**config.mk**
```make
export PLATFORM = sky130hd
export DESIGN_NAME = mips_id_ex_stage
export DESIGN_NICKNAME = d
export VERILOG_FILES = /design/src/rtl/mips_id_ex_stage.sv
export SDC_FILE = /design/constraint.sdc
export NUM_CORES = 1
export LEC_CHECK = 0
export CAP_MARGIN = 25
export CORE_ASPECT_RATIO = 1.25
export CORE_UTILIZATION = 37
export CTS_BUF_LIST = sky130_fd_sc_hd__clkbuf_4 sky130_fd_sc_hd__clkbuf_8 sky130_fd_sc_hd__clkbuf_16
export DETAILED_ROUTE_END_ITERATION = 10
export GPL_TIMING_DRIVEN = 0
export HOLD_SLACK_MARGIN = 0.03
export PLACE_DENSITY = 0.77
export SLEW_MARGIN = 20
export SYNTH_ARGS = -nofsm -noshare
export SYNTH_HDL_FRONTEND = slang
export SYNTH_SLANG_ARGS = --single-unit
```
**constraint.sdc**
```tcl
create_clock -name clk -period 2.4 [get_ports clk]
set_input_delay 0.72 -clock clk [delete_from_list [all_inputs] [get_ports clk]]
set_output_delay 0.72 -clock clk [all_outputs]
set_load 0.03 [all_outputs]
```
**src/rtl/mips_id_ex_stage.sv**
```systemverilog
// MIPS32 decode / operand-fetch stage with writeback bypass, load-use interlock and ID/EX register.
// Optional build macro: ZERO_REG_EN (R0 hardwired to zero).
module mips_id_ex_stage #(
  parameter int unsigned DATA_W = 32,
  parameter int unsigned RIDX_W = 5
) (
  input  logic              clk,
  input  logic              reset_n,
  input  logic              in_valid,
  output logic              in_ready,
  input  logic [DATA_W-1:0] in_instr,
  input  logic [DATA_W-1:0] in_npc,
  output logic [RIDX_W-1:0] sr1,
  output logic [RIDX_W-1:0] sr2,
  input  logic [DATA_W-1:0] rdData1,
  input  logic [DATA_W-1:0] rdData2,
  input  logic              wb_write,
  input  logic [RIDX_W-1:0] wb_dr,
  input  logic [DATA_W-1:0] wb_data,
  input  logic              flush,
  output logic              out_valid,
  input  logic              out_ready,
  output logic [2:0]        ex_type,
  output logic [5:0]        ex_op,
  output logic [DATA_W-1:0] ex_a,
  output logic [DATA_W-1:0] ex_b,
  output logic [DATA_W-1:0] ex_imm,
  output logic [RIDX_W-1:0] ex_dr,
  output logic              ex_wr_en,
  output logic [DATA_W-1:0] ex_npc,
  output logic              halted
);

  localparam logic [2:0] TyRrAlu  = 3'd0;
  localparam logic [2:0] TyRmAlu  = 3'd1;
  localparam logic [2:0] TyLoad   = 3'd2;
  localparam logic [2:0] TyStore  = 3'd3;
  localparam logic [2:0] TyBranch = 3'd4;
  localparam logic [2:0] TyHalt   = 3'd5;
  localparam logic [2:0] TyInvalid = 3'd7;

  logic [5:0]        op;
  logic [2:0]        d_type;
  logic [RIDX_W-1:0] d_dr;
  logic              d_wr;
  logic              rs_used;
  logic              rt_used;
  logic [DATA_W-1:0] d_imm;
  logic [DATA_W-1:0] opnd_a;
  logic [DATA_W-1:0] opnd_b;
  logic              byp_a;
  logic              byp_b;
  logic              hz;
  logic              adv;
  logic              xfer;

  assign op    = in_instr[31:26];
  assign sr1   = in_instr[21 +: RIDX_W];
  assign sr2   = in_instr[16 +: RIDX_W];
  assign d_imm = {{(DATA_W-16){in_instr[15]}}, in_instr[15:0]};

  always_comb begin
    d_type  = TyInvalid;
    d_dr    = '0;
    d_wr    = 1'b0;
    rs_used = 1'b0;
    rt_used = 1'b0;
    case (op)
      6'b000000, 6'b000001, 6'b000010, 6'b000011, 6'b000100, 6'b000101: begin
        d_type  = TyRrAlu;
        d_dr    = in_instr[11 +: RIDX_W];
        d_wr    = 1'b1;
        rs_used = 1'b1;
        rt_used = 1'b1;
      end
      6'b001010, 6'b001011, 6'b001100: begin
        d_type  = TyRmAlu;
        d_dr    = sr2;
        d_wr    = 1'b1;
        rs_used = 1'b1;
      end
      6'b001000: begin
        d_type  = TyLoad;
        d_dr    = sr2;
        d_wr    = 1'b1;
        rs_used = 1'b1;
      end
      6'b001001: begin
        d_type  = TyStore;
        rs_used = 1'b1;
        rt_used = 1'b1;
      end
      6'b001101, 6'b001110: begin
        d_type  = TyBranch;
        rs_used = 1'b1;
      end
      6'b111111: d_type = TyHalt;
      default:   d_type = TyInvalid;
    endcase
`ifdef ZERO_REG_EN
    if (d_dr == '0) d_wr = 1'b0;
`endif
  end

  // Regfile write lands on the edge, so a same-cycle writeback must be forwarded here.
`ifdef ZERO_REG_EN
  assign byp_a  = wb_write && (wb_dr == sr1) && (wb_dr != '0);
  assign byp_b  = wb_write && (wb_dr == sr2) && (wb_dr != '0);
  assign opnd_a = (sr1 == '0) ? '0 : (byp_a ? wb_data : rdData1);
  assign opnd_b = (sr2 == '0) ? '0 : (byp_b ? wb_data : rdData2);
  assign hz     = out_valid && (ex_type == TyLoad) && ex_wr_en && (ex_dr != '0) &&
                  ((rs_used && (ex_dr == sr1)) || (rt_used && (ex_dr == sr2)));
`else
  assign byp_a  = wb_write && (wb_dr == sr1);
  assign byp_b  = wb_write && (wb_dr == sr2);
  assign opnd_a = byp_a ? wb_data : rdData1;
  assign opnd_b = byp_b ? wb_data : rdData2;
  assign hz     = out_valid && (ex_type == TyLoad) && ex_wr_en &&
                  ((rs_used && (ex_dr == sr1)) || (rt_used && (ex_dr == sr2)));
`endif

  assign adv      = out_ready || !out_valid;
  // Flush consumes the wrong-path input regardless of stall state.
  assign in_ready = reset_n && (flush || (adv && !hz && !halted));
  assign xfer     = in_valid && in_ready && !flush;

  always_ff @(posedge clk or negedge reset_n) begin
    if (!reset_n) begin
      out_valid <= 1'b0;
      halted    <= 1'b0;
      ex_type   <= '0;
      ex_op     <= '0;
      ex_a      <= '0;
      ex_b      <= '0;
      ex_imm    <= '0;
      ex_dr     <= '0;
      ex_wr_en  <= 1'b0;
      ex_npc    <= '0;
    end else if (flush) begin
      out_valid <= 1'b0;
      halted    <= 1'b0;
    end else if (xfer) begin
      out_valid <= 1'b1;
      ex_type   <= d_type;
      ex_op     <= op;
      ex_a      <= opnd_a;
      ex_b      <= opnd_b;
      ex_imm    <= d_imm;
      ex_dr     <= d_dr;
      ex_wr_en  <= d_wr;
      ex_npc    <= in_npc;
      if (d_type == TyHalt) halted <= 1'b1;
    end else if (adv) begin
      // Covers idle, halted and load-use bubble cycles.
      out_valid <= 1'b0;
    end
  end

endmodule
```
==> flow_metrics.tcl, run 1 <==
set metrics [dict create \
    outcome "finished with violations" \
    violations "setup timing" \
    numCtsBuffers 17 \
    async_flop_share 1.00 \
    yosys.area.top_type_share 0.477 \
    drt-met1-wl_mm 7.09 \
    firstDrtPassIters 4 \
    first_global_vias 5491 \
    critical_path.max_fanout 3 \
    power_density_mw_per_mm2 824 \
    hold_violations 0 \
    hold_path_class "in2async" \
    ant_nets 0 \
    cp-start-kind "primary input" \
    final_max_slew_viol_count 0 \
    cts_tree "yes" \
    synth-seq-cells 129 \
    synth-compound-area-share 0.0238 \
    min_period_over_period 1.11 \
    worstMarginPinSlew_ns 0.489 \
    overflow 0 \
    peakVddDrop_uv 447 \
    drv_cap 0 \
    clkTransAtPathRegs_ns 0.06 \
    syn_area_per_cell_um2 15.3 \
    ys_seq_area_frac 0.477 \
    synth_cell_type_count 36 \
    dp_cells 991 \
    start_util 0.382 \
    synth_top_area_cell "dfrtp_1" \
    fin_nets 967 \
    die-area_mm2 0.0188 \
    synthAdderAreaFrac 0 \
    synth_top_family_by_area "multiplexers" \
    grt.total_usage 0.213 \
    synth_simple_gate_area_frac 0.0250 \
    h-tree-depth 4 \
    hold_slack_ns 0.171 \
    chipWidth_um 123 \
    placeableCoreArea_mm2 0.0177 \
    rsz0062_at_grt "yes" \
    wl_mm 19.9 \
    synth_ff_type "dfrtp_1" \
    fin_skew_ns 0.0117 \
    max_slew_margin 0.673 \
    r2r_slack_ns 0.18 \
    power.leakage_nw 5.06 \
    antenna_found_initial 0 \
    setup_ws_ns -0.255 \
    post_route_cells_drive_above_1_share 0.365 \
    dr.max_layer_used "met4" \
    required_ns 1.68 \
    grt_pass1_wl_mm 30.0 \
    synth-edff-count 0 \
    num_rows 54 \
    ios 327 \
    met2_length_mm 10.8 \
    synth.net_count 612 \
    ys_warn_count 0 \
    synth_xor_area_frac 0.0259 \
    path_class "in2out" \
    hpwl_mm 14.9 \
    cp-end-kind "output port" \
    synth_area_leaders "dfrtp_1, mux2_4, mux2_2" \
    setup_viol 1 \
    cts.sinks 129 \
    fin_crit_ns 2.66 \
    drtIter0Drc 129 \
    final_core_util 0.632 \
    grt_max_degree 100 \
    synthMuxAreaShare 0.373 \
    clkLatencyLatePin_ns 0.41 \
    wl_met3_mm 1.46 \
    cts_root_buffer "clkbuf_16" \
    max_freq_mhz 377 \
    final_cells 1033 \
    clockBufferDepth 2 \
    syn-cell-area_mm2 0.00677 \
    drc 0 \
    port-buffer-count 325 \
    vias_per_cell 4.77 \
    tns_ns -0.255 \
    hold_buffers 0 \
    synthToLayoutAreaGrowth_pct 65.4 \
    num_antenna_cells 0 \
    vias 4929 \
    n_fill_cell 1362 \
    arrival_ns 1.94 \
    die_h_um 153 \
    synthCells 441 \
    routedWlPerCell_um 19.2 \
    place_congestion 0.782 \
    total_power_mw 9.22 \
]
## power by group
group	internal (mW)	switching, mW	total [mW]
registers	2.64	0.297	2.94
logic	1.85	1.76	3.61
clock network	1.67	1.00	2.67
## critical path, cell delays in order
cell             delay [ns]
clkdlybuf4s15_2        0.22
nor2_4                 0.14
o2111ai_2              0.14
o311a_4                0.35
a21oi_4                0.17
nor2b_4                0.05
buf_6                  0.13
## stage by stage
step | setup WS (ns) | cell area [um^2]
floorplan | 0.00238 | 6800
global placement | -5.24 | 10300
detailed placement | -1.27 | 10400
CTS | -0.264 | 11100
global route | -0.333 | 11200
finish | -0.255 | 11200
## layout by cell type (no fill, tap or decap), drive strengths merged, types with 6 or more instances in the layout
cell type,n
inv,6
clkdlybuf4s50,284
clkbuf,20
nand2,6
dfrtp,129
mux2,191
dlygate4sd2,22
nor2,7
buf,69
xnor2,9
xor2,11
## cell usage after synthesis (2+ instances only)
library cell / instances
buf_4: 27
a21oi_1: 5
nor2_1: 6
mux2_4: 100
o21ai_1: 2
dfrtp_1: 129
nor4_1: 2
nand2_1: 6
xnor2_1: 9
nand2b_1: 2
buf_2: 8
mux2_1: 27
xor2_1: 11
nand3_1: 3
buf_12: 11
mux2_2: 64
and3_1: 2
buf_6: 3
inv_1: 3
a22o_1: 5
## per-layer routing
layer	track usage	vias to the layer above
met1	0.224	2409
met2	0.396	232
met5	0	-
met4	0.0842	0
li1	-	2255
met3	0.0537	33
## repair_timing
action / in CTS / in global routing
gates resized for setup: 115 / 11
gates cloned: 1 / 1
buffers inserted: 8 / 0
endpoints found under the setup margin: 155 / 125
pin swaps: 18 / 1
## cell families (layout without fill, tap and decap cells)
logic type / Yosys count / in the layout
mux: 191 / 191
flops: 129 / 129
buf+inv: 52 / 420
simple gates: 29 / 29
compound gates: 20 / 20
xor+xnor: 20 / 20
## worst paths after layout
check	start	cells after the start	end
max	in_instr[30]	7	in_ready
min	reset_n	1	ex_b[15]
max reg2reg	ex_type[0]	8	ex_b[2]
min reg2reg	ex_b[0]	1	ex_b[0]
max in group asynchronous	reset_n	2	ex_dr[0]
min in group clk	ex_b[0]	1	ex_b[0]
## sequential cells by signal, summed over array words and instances (netlist names)
signal     cells
ex_a          32
ex_b          32
ex_dr          5
ex_imm        16
ex_npc        32
ex_op          6
ex_type        3
ex_wr_en       1
halted         1
out_valid      1
## cell type report
class | count | area, um^2 | share of cell area
Timing Repair Buffer | 336 | 3340 | 0.298
Sequential cell | 129 | 3230 | 0.289
Multi-Input combinational cell | 260 | 3140 | 0.280
Buffer | 49 | 572 | 0.0511
Clock buffer | 18 | 439 | 0.0392
Tap cell | 224 | 280 | 0.0250
Clock inverter | 14 | 179 | 0.0160
Inverter | 3 | 11.3 | 0.00101
Power figures use the tool's default switching activity.
==> run 2, diff against run 1 <==
--- a/config.mk
+++ b/config.mk
@@ -9,6 +9,7 @@
 export CORE_ASPECT_RATIO = 1.25
 export CORE_UTILIZATION = 37
 export CTS_BUF_LIST = sky130_fd_sc_hd__clkbuf_4 sky130_fd_sc_hd__clkbuf_8 sky130_fd_sc_hd__clkbuf_16
+export CTS_CLUSTER_SIZE = 28
 export DETAILED_ROUTE_END_ITERATION = 10
 export GPL_TIMING_DRIVEN = 0
 export HOLD_SLACK_MARGIN = 0.03
==> results of run 2 <==
Final layout, timing and power as in run 1 (identical DEF).
